**src/rtl/hsmooth_bst_pkg.sv**
```systemverilog
// Shared definitions for the hsmooth_bst horizontal smoothing stage:
// FSM state encodings, default frame geometry and the RGB pixel bundle.
package hsmooth_bst_pkg;

  localparam int DEF_WIDTH  = 128;
  localparam int DEF_HEIGHT = 128;

  typedef enum logic [2:0] {
    ST_IDLE   = 3'd0,
    ST_REQ    = 3'd1,
    ST_WAIT   = 3'd2,
    ST_STREAM = 3'd3,
    ST_FLUSH  = 3'd4
  } state_t;

  typedef struct packed {
    logic [7:0] a;
    logic [7:0] b;
    logic [7:0] c;
  } rgb_t;

endpackage

```
**src/rtl/hsmooth_bst_tap3.sv**
```systemverilog
// Per-channel 3-tap [1 2 1]/4 kernel with rounding. The first/last flags
// replicate the centre pixel at the row edges, so neighbouring rows never mix.
module hsmooth_bst_tap3 (
  input  logic [7:0] left,
  input  logic [7:0] center,
  input  logic [7:0] right,
  input  logic       first,
  input  logic       last,
  output logic [7:0] result
);

  logic [7:0] left_sel;
  logic [7:0] right_sel;
  logic [9:0] sum;

  // Edge-replicate selects, then (l + 2c + r + 2) >> 2; the 10-bit sum peaks at 1022.
  always_comb begin
    left_sel  = first ? center : left;
    right_sel = last  ? center : right;
    sum       = {2'b00, left_sel} + {1'b0, center, 1'b0} + {2'b00, right_sel} + 10'd2;
    result    = sum[9:2];
  end

endmodule

```
**src/rtl/hsmooth_bst.sv**
```systemverilog
// hsmooth_bst: pulls one frame from an upstream frame buffer, applies a
// horizontal 3-tap smoothing filter per channel and streams the result to a
// downstream frame buffer. Optional feature macro: HSMOOTH_BYPASS_EN adds a
// bypass input that passes pixels through with identical timing.
module hsmooth_bst
  import hsmooth_bst_pkg::*;
#(
  parameter int WIDTH  = DEF_WIDTH,
  parameter int HEIGHT = DEF_HEIGHT,
  parameter int CNT_W  = 14
) (
  input  logic       clk,
  input  logic       reset,
  output logic       src_req,
  input  logic       src_ack,
  input  logic [7:0] pixel_a_in,
  input  logic [7:0] pixel_b_in,
  input  logic [7:0] pixel_c_in,
`ifdef HSMOOTH_BYPASS_EN
  input  logic       bypass,
`endif
  input  logic       dst_req,
  output logic       dst_ack,
  output logic [7:0] pixel_a_out,
  output logic [7:0] pixel_b_out,
  output logic [7:0] pixel_c_out,
  output logic       busy,
  output logic [2:0] state
);

  localparam int PIXEL_NUM = WIDTH * HEIGHT;
  localparam int COL_W     = (WIDTH > 1) ? $clog2(WIDTH) : 1;
  localparam logic [CNT_W-1:0] LAST_CNT = CNT_W'(PIXEL_NUM - 2);
  localparam logic [COL_W-1:0] LAST_COL = COL_W'(WIDTH - 1);

  state_t           st;
  logic [CNT_W-1:0] cnt;      // index of the most recently captured input pixel
  logic [COL_W-1:0] out_col;  // column of the next output pixel
  rgb_t             prev_px;  // in[x-1]
  rgb_t             cur_px;   // in[x]
  rgb_t             in_px;    // in[x+1], straight from the port
  rgb_t             filt_px;
  rgb_t             out_px;
  logic             use_bypass;
  logic             left_edge;
  logic             right_edge;

  assign in_px      = '{a: pixel_a_in, b: pixel_b_in, c: pixel_c_in};
  assign left_edge  = (out_col == '0);
  assign right_edge = (out_col == LAST_COL);

`ifdef HSMOOTH_BYPASS_EN
  logic bypass_q;
  assign use_bypass = bypass_q;
`else
  assign use_bypass = 1'b0;
`endif

  hsmooth_bst_tap3 u_tap_a (
    .left(prev_px.a), .center(cur_px.a), .right(in_px.a),
    .first(left_edge), .last(right_edge), .result(filt_px.a)
  );
  hsmooth_bst_tap3 u_tap_b (
    .left(prev_px.b), .center(cur_px.b), .right(in_px.b),
    .first(left_edge), .last(right_edge), .result(filt_px.b)
  );
  hsmooth_bst_tap3 u_tap_c (
    .left(prev_px.c), .center(cur_px.c), .right(in_px.c),
    .first(left_edge), .last(right_edge), .result(filt_px.c)
  );

  // Handshake FSM, pixel window, column tracking and registered outputs.
  // NOTE: sequential state uses <= so every register samples pre-edge values.
  always_ff @(posedge clk) begin
    if (reset) begin
      // NOTE: the window registers are reset too so a discarded partial frame leaves nothing behind.
      st      <= ST_IDLE;
      src_req <= 1'b0;
      dst_ack <= 1'b0;
      cnt     <= '0;
      out_col <= '0;
      prev_px <= '0;
      cur_px  <= '0;
      out_px  <= '0;
`ifdef HSMOOTH_BYPASS_EN
      bypass_q <= 1'b0;
`endif
    end else begin
      src_req <= 1'b0;
      dst_ack <= 1'b0;
      case (st)
        ST_IDLE: begin
          if (dst_req) begin
            st      <= ST_REQ;
            src_req <= 1'b1;
          end
        end
        ST_REQ: st <= ST_WAIT;
        ST_WAIT: begin
          if (src_ack) begin
            cur_px  <= in_px;
            cnt     <= '0;
            out_col <= '0;
`ifdef HSMOOTH_BYPASS_EN
            bypass_q <= bypass;
`endif
            st <= (PIXEL_NUM == 1) ? ST_FLUSH : ST_STREAM;
          end
        end
        ST_STREAM: begin
          out_px  <= use_bypass ? cur_px : filt_px;
          dst_ack <= 1'b1;
          out_col <= right_edge ? '0 : out_col + 1'b1;
          prev_px <= cur_px;
          cur_px  <= in_px;
          cnt     <= cnt + 1'b1;
          if (cnt == LAST_CNT) st <= ST_FLUSH;
        end
        ST_FLUSH: begin
          // The last pixel always sits in the last column, so right_edge is set here.
          out_px  <= use_bypass ? cur_px : filt_px;
          dst_ack <= 1'b1;
          out_col <= '0;
          st      <= ST_IDLE;
        end
        default: st <= ST_IDLE;
      endcase
    end
  end

  assign busy        = (st != ST_IDLE);
  assign state       = st;
  assign pixel_a_out = out_px.a;
  assign pixel_b_out = out_px.b;
  assign pixel_c_out = out_px.c;

endmodule

```
**config.mk**
```make
export PLATFORM = sky130hd
export DESIGN_NAME = hsmooth_bst
export DESIGN_NICKNAME = d
export VERILOG_FILES = /design/src/rtl/hsmooth_bst_pkg.sv /design/src/rtl/hsmooth_bst_tap3.sv /design/src/rtl/hsmooth_bst.sv
export SDC_FILE = /design/constraint.sdc
export NUM_CORES = 1
export LEC_CHECK = 0
export BUFFER_PORTS_ARGS = -buffer_cell sky130_fd_sc_hd__buf_2
export CAP_MARGIN = 20
export CORE_ASPECT_RATIO = 0.5
export CORE_MARGIN = 2
export CORE_UTILIZATION = 30
export CTS_CLUSTER_SIZE = 40
export DETAILED_ROUTE_END_ITERATION = 12
export GPL_TIMING_DRIVEN = 0
export PLACE_DENSITY_LB_ADDON = 0.12
export SLEW_MARGIN = 5
export SYNTH_ARGS = -nofsm -noshare
export SYNTH_HDL_FRONTEND = slang
export SYNTH_SLANG_ARGS = --single-unit
```
**constraint.sdc**
```tcl
create_clock -name clk -period 3.8 [get_ports clk]
set_clock_uncertainty 0.1 [all_clocks]
set_input_delay 0.19 -clock clk [delete_from_list [all_inputs] [get_ports clk]]
set_output_delay 0.19 -clock clk [all_outputs]
set_load 0.005 [all_outputs]
```
==> reports/results.ini, run 1 <==
[cells_and_area]
syn2layout_area_growth_pct = 25.5
final_cells = 1178
fin_nets = 977
multi_input_area_um2 = 4060
fill_cells = 2166
finish.instance_area_um2 = 7750
seq_area_um2 = 1970
antennaDiodeCount = 0
final_layout_size_suffix_gt1_share_pct = 16.0

[placement]
gp_congestion = 0.855
place_hpwl_um = 15300
placed_cell_area_um2 = 6810
dp.cells = 1128
io_buffers = 57
place_ws_ns = -0.862

[detailed_routing]
first_pass_iters = 5
post_drt_wl_per_cell_um = 17.7
drt-total-wl_um = 20900
drc = 0
ant_nets = 0
dr_total_vias = 5976
vias_per_cell = 5.07
drt_iter0_markers = 433

[yosys]
syn_nets = 875
synth_top_cell_by_area = dfxtp_1
synth.yosys.warnings = 0
synth_area_um2 = 6180
syn_inst = 798
synth_seq_cells = 98
synth_edf_count = 0
synthFlopType = dfxtp_1
async_reset_ff_share_pct = 0
yosysUniqueCellTypes = 58
postSynthAreaPerCell_um2 = 7.74
ys_top_cells_by_area = dfxtp_1 32%, nand2_1 8.4%, a21oi_1 7.2%
ys_seq_area_share_pct = 31.8
synth_top_area_share_pct = 31.8

[worst_hold_path]
min_path_type = in -> reg
worstHoldStart = pixel_b_in[7]

[sta]
post-route-period-util_pct = 96.9
setup_ws_ns = 0.117
tightest_slew_ns = 0.923
max_freq_mhz = 271
fin_hold_ws_ns = 0.0133
timing.final.crit_period_ns = 3.68
slew_headroom_pct = 38.4
hold_violations = 0
slew_viol_final = 0
setup_violations = 0

[die]
ios = 58
core_um2 = 20400
rows = 37
fp.dieArea_um2 = 21800
die_w_um = 207
die_height_um = 105
start_util_pct = 30.3

[setup_path]
critPathRequiredTime_ns = 3.95
startpoint = out_col[0]
worstReg2RegStart = out_col[0]
crit_path_start_kind = register
crit_fanout = 10
crit_path_end_kind = register
arrival_ns = 3.84
critPathKind = reg -> reg

[power]
vdd_drop_max_v = 0.000196
power_w = 0.00280
power_leakage_nw = 3.07
powerDensity_nw_per_um2 = 362

[clocking]
clk_path_buf_depth = 2
worstSkewPairLatency_ns = 0.35
cts_tree = yes
h-tree-depth = 3
cts_sinks = 98
cts-root-buf = clkbuf_16
cts_buffers = 9
clkTransAtPathRegs_ns = 0.07

[global_route]
grt_pass1_wl_um = 31800
antenna_found_initial = 0
gr-total-overflow = 0
grt_pass1_vias = 5432
grt_max_degree = 18
grtUsageTotal_pct = 19.2

[run]
maxCapViolations = 0

[run_status]
status = finished, final reports clean

-- worst max-delay path, stage by stage, from the launching register on --
cell and delay [ns]:
dfxtp_4 0.36, inv_1 0.05, ha_1 0.20, nor2b_1 0.17, clkbuf_8 0.17, nand2_8 0.08, clkbuf_8 0.19, o21ai_0 0.24
fa_1 0.51, ha_1 0.35, nand2_1 0.10, nor2_1 0.09, or4b_1 0.47, and3_1 0.22, o41ai_2 0.27
-- layout by cell type (no fill, tap or decap), types with 6 or more instances in the layout --
cell type	instances
fa_1	18
clkbuf_1	26
buf_2	60
and3_1	14
or4_1	7
buf_4	11
mux2i_1	22
nor2_1	68
o21a_1	6
o21ai_0	26
a211oi_1	7
inv_1	66
ha_4	12
nor3_1	11
a21oi_1	89
ha_1	16
nand4_1	8
nor4b_1	12
nand2_1	137
a211o_1	9
nand3_1	21
clkbuf_16	9
dfxtp_1	95
dlygate4sd3_1	22
-- cell families after synthesis --
group                    after synthesis  synth area share (%)
AND/OR/NAND/NOR                      323                  25.1
AO/OA/AOI/OAI                        187                  19.1
buffers and inverters                109                  6.73
flip-flops                            98                  31.8
adder cells (fa/ha/maj)               49                  12.1
multiplexers                          27                  4.46
XOR/XNOR                               5                 0.709
-- sequential cells by signal, summed over array words and instances (netlist names) --
signal and flops:
state 3, cnt 14, dst_ack 1, pixel_a_out 8
cur_px 24, pixel_b_out 8, src_req 1, pixel_c_out 8
out_col 7, prev_px 24
-- power breakdown --
group	switching, W	internal, W	leakage (nW)
registers	0.0000327	0.00106	0.794
clock network	0.000452	0.000452	0.126
logic	0.000479	0.000324	2.15
-- cells in the mapped netlist, types with 3 or more instances --
cell type    n
or3_1        4
o22ai_1      4
a211o_1      9
o21ai_1      3
a2111oi_1    3
nor4b_1     12
a31oi_1      4
o41ai_2      3
nor2b_1      5
o211ai_1     3
o311a_1      3
clkbuf_1    31
mux2i_1     23
nand3_1     24
buf_1        5
nand4_1      8
and3_1      16
fa_1        18
o21a_1       6
nor2_1      70
dfxtp_1     98
or4b_1       3
mux2_2       4
nand2_1    139
o21ai_0     29
and2_1       3
ha_1        31
buf_2        5
a311oi_1     3
a2111o_1     3
a2111oi_0    3
nor3_1      14
a21oi_1     89
a211oi_1     7
a21boi_0     3
a311o_1      3
a32o_1       3
xor2_1       3
inv_1       67
or4_1        7
-- final timing paths --
kind	endpoint	slack [ns]	cells after the start
worst min-delay path	cur_px[15]	0.01	3
worst max-delay path	pixel_a_out[6]	0.12	14
worst min register to register	prev_px[22]	0.36	2
worst max register to register	pixel_a_out[6]	0.12	14
-- cell type report --
type	instances	area share, %
Multi-Input combinational cell	591	52.4
Timing Repair Buffer	91	7.85
Clock buffer	10	2.95
Buffer	41	3.08
Clock inverter	6	0.630
Tap cell	273	4.41
Sequential cell	98	25.4
Inverter	68	3.29
-- metal layers --
layer	wire length, µm	global-route usage, %	vias up
met2	8530	27.1	111
met3	938	3.49	13
met4	145	2.89	0
met1	11300	30.2	2855
met5	0	0	-
li1	-	-	2997
-- stage by stage --
step	utilization (%)	setup TNS, ns
finish	38.0	0
global route	38.0	-0.00316
CTS	37.1	0
detailed placement	33.4	-11.43
global placement	33.4	-12.27
floorplan	-	0
-- timing repair --
| action | in CTS | in global routing |
|---|---|---|
| endpoints found under the hold margin | 22 | 0 |
| pin swaps | 3 | 7 |
| setup buffers | 6 | 6 |
| gates resized for setup | 44 | 31 |
| cloned | 0 | 0 |
| endpoints found under the setup margin | 24 | 9 |
| hold buffers | 22 | 0 |
(Power assumes the default switching activity.)
==> run 2, diff against run 1 <==
PLACE_DENSITY_LB_ADDON = default   (was 0.12)
==> run 2 against run 1 <==
Effect of this change: maximum frequency about the same; largest cell class unchanged; critical path depth unchanged; via count grew 0.27%; first-iteration DRC count up 26%; count of clock-buffer cells in the layout increased by 1; clock power increased by 3.4%; register-to-register slack barely moved; combinational power shrank 5.0%; sequential cell count is the same; highest routed layer unchanged.
==> reports/results.ini, run 2 (synthesis gave the netlist of run 1 again) <==
[setup_path]
crit_fanout = 10  ; unchanged
crit_path_start_kind = register  ; unchanged
critPathRequiredTime_ns = 3.96  ; was 3.95 ns
reg2reg_slack_ns = 0.11  ; was 0.12 ns
crit_path_end_kind = register  ; unchanged
ff2ff_path_depth = 14  ; unchanged
startpoint = out_col[0]  ; unchanged
reg2reg_to = pixel_c_out[6]  ; was pixel_a_out[6]
worstReg2RegStart = out_col[0]  ; unchanged
critPathKind = reg -> reg  ; unchanged
arrival_ns = 3.85  ; was 3.84 ns

[detailed_routing]
vias_per_cell = 5.17  ; was 5.07
drt_iter0_markers = 546  ; was 433
drt-total-wl_um = 19100  ; was 20900 µm
post_drt_wl_per_cell_um = 16.5  ; was 17.7 µm
first_pass_iters = 5  ; unchanged
drc = 0  ; unchanged
ant_nets = 0  ; unchanged
dr_total_vias = 5992  ; was 5976

[sta]
slew_headroom_pct = 44.1  ; was 38.4%
rsz0062_at_grt = false
tightest_slew_ns = 0.838  ; was 0.923 ns
max_freq_mhz = 271  ; about the same
post-route-period-util_pct = 97.0  ; was 96.9%
slew_viol_final = 0  ; unchanged
setup_violations = 0  ; unchanged
final.setup.tns_ns = 0  ; unchanged
hold_violations = 0  ; unchanged
timing.final.crit_period_ns = 3.69  ; was 3.68 ns

[worst_hold_path]
hold_depth = 3  ; unchanged
min_path_type = in -> reg  ; unchanged
worstHoldStart = pixel_c_in[1]  ; was pixel_b_in[7]
whs_endpoint = cur_px[1]  ; was cur_px[15]

[power]
powerDensity_nw_per_um2 = 370  ; was 362 nW/µm²
power_leakage_nw = 3.00  ; was 3.07 nW
vdd_drop_max_v = 0.000227  ; was 0.000196 V

[cells_and_area]
antennaDiodeCount = 0  ; unchanged
fin_nets = 959  ; was 977
layout_commonest_cell = nand2_1  ; unchanged
final_layout_size_suffix_gt1_share_pct = 15.4  ; was 16.0%
reg_top3 = cur_px: 24 flops, prev_px: 24 flops, cnt: 14 flops  ; unchanged
syn2layout_area_growth_pct = 22.4  ; was 25.5%
final_cell_mix = 138 x nand2_1, 95 x dfxtp_1, 88 x a21oi_1  ; was 137 x nand2_1, 95 x dfxtp_1, 89 x a21oi_1
fin_util_pct = 37.1  ; was 38.0%

[clocking]
worstSkewPairLatency_ns = 0.35  ; about the same
cts_buffers = 9  ; unchanged
clkTransAtPathRegs_ns = 0.07  ; about the same
cts_tree = yes  ; unchanged
h-tree-depth = 3  ; unchanged
cts_sinks = 98  ; unchanged
cts-root-buf = clkbuf_16  ; unchanged
clk_path_buf_depth = 2  ; unchanged

[global_route]
grt_pass1_vias = 5548  ; was 5432
grt_max_degree = 18  ; unchanged
grt_pass1_wl_um = 30000  ; was 31800 µm
gr-total-overflow = 0  ; unchanged
antenna_found_initial = 0  ; unchanged
grtUsageTotal_pct = 17.6  ; was 19.2%

[die]
die_w_um = 207  ; unchanged
start_util_pct = 30.3  ; unchanged
rows = 37  ; unchanged
fp.dieArea_um2 = 21800  ; unchanged
ios = 58  ; unchanged
core_um2 = 20400  ; unchanged
die_height_um = 105  ; unchanged

[run]
maxCapViolations = 0  ; unchanged

[placement]
gp_congestion = 0.876  ; was 0.855
place_hpwl_um = 14300  ; was 15300 µm
io_buffers = 57  ; unchanged

[run_status]
status = finished, final reports clean  ; unchanged

==> run 2: cell types whose count changed in the layout (fill, tap and decap cells not counted), sizes merged <==
| cell | change |
|---|---|
| clkinvlp | -2 |
| dlygate4sd3 | -13 |
| clkbuf | -2 |
| buf | -2 |
| inv | +1 |
==> run 2: power by group <==
part           leakage (nW)  internal (W)  switching (W)  total [W]
Combinational          2.06      0.000306       0.000457   0.000763
Sequential            0.795       0.00106      0.0000341    0.00110
Clock                 0.145      0.000492       0.000444   0.000935
Total                  3.00       0.00186       0.000935    0.00280
==> run 2: how the worst max path moves through the flow <==
stage,end,slack [ns],cells after the start
final,pixel_c_out[6],0.11,14
after global routing,pixel_a_out[6],0.007,14
after CTS,pixel_b_out[6],0.02,14
after detailed placement,pixel_b_out[6],-0.75,15
after global placement,pixel_b_out[6],-0.67,15
after floorplan,pixel_c_out[6],0.12,15
==> run 2: stage by stage <==
step | area [µm²] | total power [W] | worst slack, ns | hold slack, ns | cells
3_3_place_gp | 6810 | 0.00175 | -0.673 | 0.341 | 1128
4_1_cts | 7350 | 0.00272 | 0.0166 | 0.00138 | 1154
2_1_floorplan | 6180 | 0.00155 | 0.116 | 0.226 | 798
6_report | 7560 | 0.00280 | 0.115 | 0.00254 | 1160
3_5_place_dp | 6810 | 0.00176 | -0.752 | 0.346 | 1128
5_1_grt | 7560 | 0.00293 | 0.00707 | 0.00192 | 1160
==> run 2: area by class of cell <==
| class | instances | area [µm²] |
|---|---|---|
| Multi-Input combinational cell | 591 | 4050 |
| Inverter | 68 | 255 |
| Buffer | 41 | 219 |
| Timing Repair Buffer | 73 | 428 |
| Tap cell | 273 | 342 |
| Fill cell | 2097 | 12800 |
| Clock inverter | 5 | 45.0 |
| Clock buffer | 11 | 253 |
| Sequential cell | 98 | 1970 |
==> run 2: repair_timing <==
item	in CTS	in global routing
setup buffers	1	6
gates cloned	0	0
hold buffers	9	0
endpoints found under the hold margin	9	0
pin swaps	1	3
resized for setup	36	34
setup endpoints to repair	22	12
==> run 2: metal layers <==
layer / GRT usage, % / up-vias / wire (µm)
met5: 0 / - / 0
met4: 4.51 / 0 / 318
met3: 3.09 / 21 / 1140
met2: 26.4 / 186 / 8260
met1: 25.7 / 2830 / 9370
li1: - / 2955 / -
==> run 2: worst max-delay path, stage by stage, from the launching register on <==
cell and delay [ns]:
dfxtp_4 0.37, ha_1 0.17, and3_4 0.21, nand4_1 0.13, buf_8 0.18, buf_6 0.16, mux2i_1 0.16, fa_1 0.51
inv_1 0.06, ha_4 0.31, nand3_2 0.13, nor2_1 0.14, or4b_4 0.48, and3_1 0.21, o41ai_2 0.25
==> run 3, diff against run 2 <==
SETUP_SLACK_MARGIN = 0.3   (was default)
==> run 3 against run 2 <==
Effect of this change: non-clock buffer count rose by 25; core utilization up 2.9 points; sequential power hardly changed; hold slack better by 0.0047 ns; register-to-register slack better by 0.15 ns; critical path type unchanged; largest cell class unchanged.
==> reports/results.ini, run 3 (synthesis gave the netlist of run 1 again) <==
[setup_path]
crit_path_start_kind = register  ; unchanged
reg2reg_slack_ns = 0.26  ; was 0.11 ns
critPathKind = reg -> reg  ; unchanged
crit_fanout = 7  ; was 10
critPathRequiredTime_ns = 3.94  ; was 3.96 ns
crit_path_end_kind = register  ; unchanged
arrival_ns = 3.68  ; was 3.85 ns

[sta]
setup_violations = 0  ; unchanged
slew_headroom_pct = 39.7  ; was 44.1%
post-route-period-util_pct = 93.2  ; was 97.0%
slew_viol_final = 0  ; unchanged
timing.final.crit_period_ns = 3.54  ; was 3.69 ns
max_freq_mhz = 282  ; was 271 MHz
rsz0062_at_grt = true  ; was false
hold_violations = 0  ; unchanged
tightest_slew_ns = 0.905  ; was 0.838 ns
setup_ws_ns = 0.260  ; was 0.115 ns

[cells_and_area]
final_cells = 1185  ; was 1160
layout_commonest_cell = nand2_1  ; unchanged
syn2layout_area_growth_pct = 31.9  ; was 22.4%
final_layout_size_suffix_gt1_share_pct = 22.5  ; was 15.4%
fin_util_pct = 40.0  ; was 37.1%
antennaDiodeCount = 0  ; unchanged
final_cell_mix = 136 x nand2_1, 93 x dfxtp_1, 84 x a21oi_1  ; was 138 x nand2_1, 95 x dfxtp_1, 88 x a21oi_1
fin_nets = 984  ; was 959
reg_top3 = cur_px: 24 flops, prev_px: 24 flops, cnt: 14 flops  ; unchanged

[die]
rows = 37  ; unchanged
start_util_pct = 30.3  ; unchanged
ios = 58  ; unchanged
core_um2 = 20400  ; unchanged
die_w_um = 207  ; unchanged
fp.dieArea_um2 = 21800  ; unchanged
die_height_um = 105  ; unchanged

[detailed_routing]
drc = 0  ; unchanged
dr_total_vias = 6236  ; was 5992
first_pass_iters = 5  ; unchanged
drt-total-wl_um = 20700  ; was 19100 µm
ant_nets = 0  ; unchanged
post_drt_wl_per_cell_um = 17.5  ; was 16.5 µm
vias_per_cell = 5.26  ; was 5.17
drt_iter0_markers = 571  ; was 546

[worst_hold_path]
min_path_type = in -> reg  ; unchanged

[placement]
dp.cells = 1128  ; unchanged
gp_congestion = 0.894  ; was 0.876
place_ws_ns = -0.401  ; was -0.752 ns
place_hpwl_um = 14500  ; was 14300 µm
io_buffers = 57  ; unchanged

[power]
power_leakage_nw = 3.14  ; was 3.00 nW
powerDensity_nw_per_um2 = 366  ; was 370 nW/µm²
clkPwrFrac_pct = 32.7  ; was 33.5%
p_seq_share_pct = 36.9  ; was 39.3%
vdd_drop_max_v = 0.000222  ; was 0.000227 V
p_sw_share_pct = 33.7  ; was 33.4%
p_int_w = 0.00198  ; was 0.00186 W
power_frac_comb_pct = 30.4  ; was 27.3%
power.switching_w = 0.00100  ; was 0.000935 W

[clocking]
clkTransAtPathRegs_ns = 0.08  ; was 0.07 ns
cts_tree = yes  ; unchanged
cts_sinks = 98  ; unchanged
clk_path_buf_depth = 2  ; unchanged
cts-root-buf = clkbuf_16  ; unchanged
worstSkewPairLatency_ns = 0.35  ; about the same
h-tree-depth = 3  ; unchanged
cts_buffers = 9  ; unchanged

[global_route]
gr-total-overflow = 0  ; unchanged
grt_max_degree = 19  ; was 18
grt_pass1_wl_um = 31600  ; was 30000 µm
grtUsageTotal_pct = 18.5  ; was 17.6%
antenna_found_initial = 0  ; unchanged
grt_pass1_vias = 5879  ; was 5548

[run]
maxCapViolations = 0  ; unchanged

[run_status]
status = finished, final reports clean  ; unchanged

## run 3: layout make-up
| cell class | instances | area (µm²) |
|---|---|---|
| sequential | 98 | 1970 |
| timing repair buffer | 98 | 668 |
| multi-input combinational | 591 | 4330 |
| clock buffer | 9 | 225 |
| fill | 2061 | 12200 |
| tap | 273 | 342 |
| buffer | 41 | 277 |
| inverter | 68 | 255 |
| clock inverter | 7 | 81.3 |
## run 3: worst max-delay path, cell delays in order, from the launching register on
cell	delay, ns
dfxtp_4	0.37
ha_4	0.13
and3_4	0.18
nand4_1	0.13
buf_8	0.19
buf_12	0.13
mux2i_2	0.16
fa_1	0.53
inv_2	0.05
ha_4	0.17
or3_1	0.35
nor3_2	0.25
nor3_2	0.10
a211o_1	0.32
a32o_1	0.26
## run 3: through the flow
step	instance area, µm²	setup TNS (ns)	total power, W	hold WS, ns
6_report	8150	0	0.00298	0.00722
5_1_grt	8150	0	0.00311	0.00668
4_1_cts	7910	0	0.00289	0.00185
3_5_place_dp	6890	-3.07	0.00179	0.349
3_3_place_gp	6890	-2.69	0.00177	0.341
2_1_floorplan	6270	0	0.00157	0.226
## run 3: power groups by stage
stage	combinational [W]	sequential, W	clock [W]
floorplan	0.000456	0.00111	0
global placement	0.000654	0.00112	0
detailed placement	0.000664	0.00112	0
CTS	0.000803	0.00110	0.000987
global route	0.000981	0.00110	0.00103
finish	0.000907	0.00110	0.000974
## run 3: timing repair
action	4_1_cts	5_1_grt
pin swaps	20	25
hold buffers	17	0
hold endpoints to repair	17	0
setup endpoints to repair	23	20
gates cloned	1	0
setup buffers	21	2
resized for setup	68	51
## run 3: layer usage
layer / vias up / global-route usage [%] / wire length [µm]
li1: 3013 / - / -
met1: 2989 / 26.2 / 9650
met2: 202 / 29.4 / 9430
met3: 32 / 2.97 / 1290
met4: 0 / 4.71 / 370
met5: - / 0 / 0
## run 3: final timing paths
| path | from | endpoint | depth (start not counted) |
|---|---|---|---|
| worst max-delay path | out_col[0] | pixel_c_out[2] | 14 |
| worst min-delay path | pixel_b_in[7] | cur_px[15] | 3 |
| worst max register to register | out_col[0] | pixel_c_out[2] | 14 |
| worst min register to register | prev_px[10] | prev_px[10] | 2 |
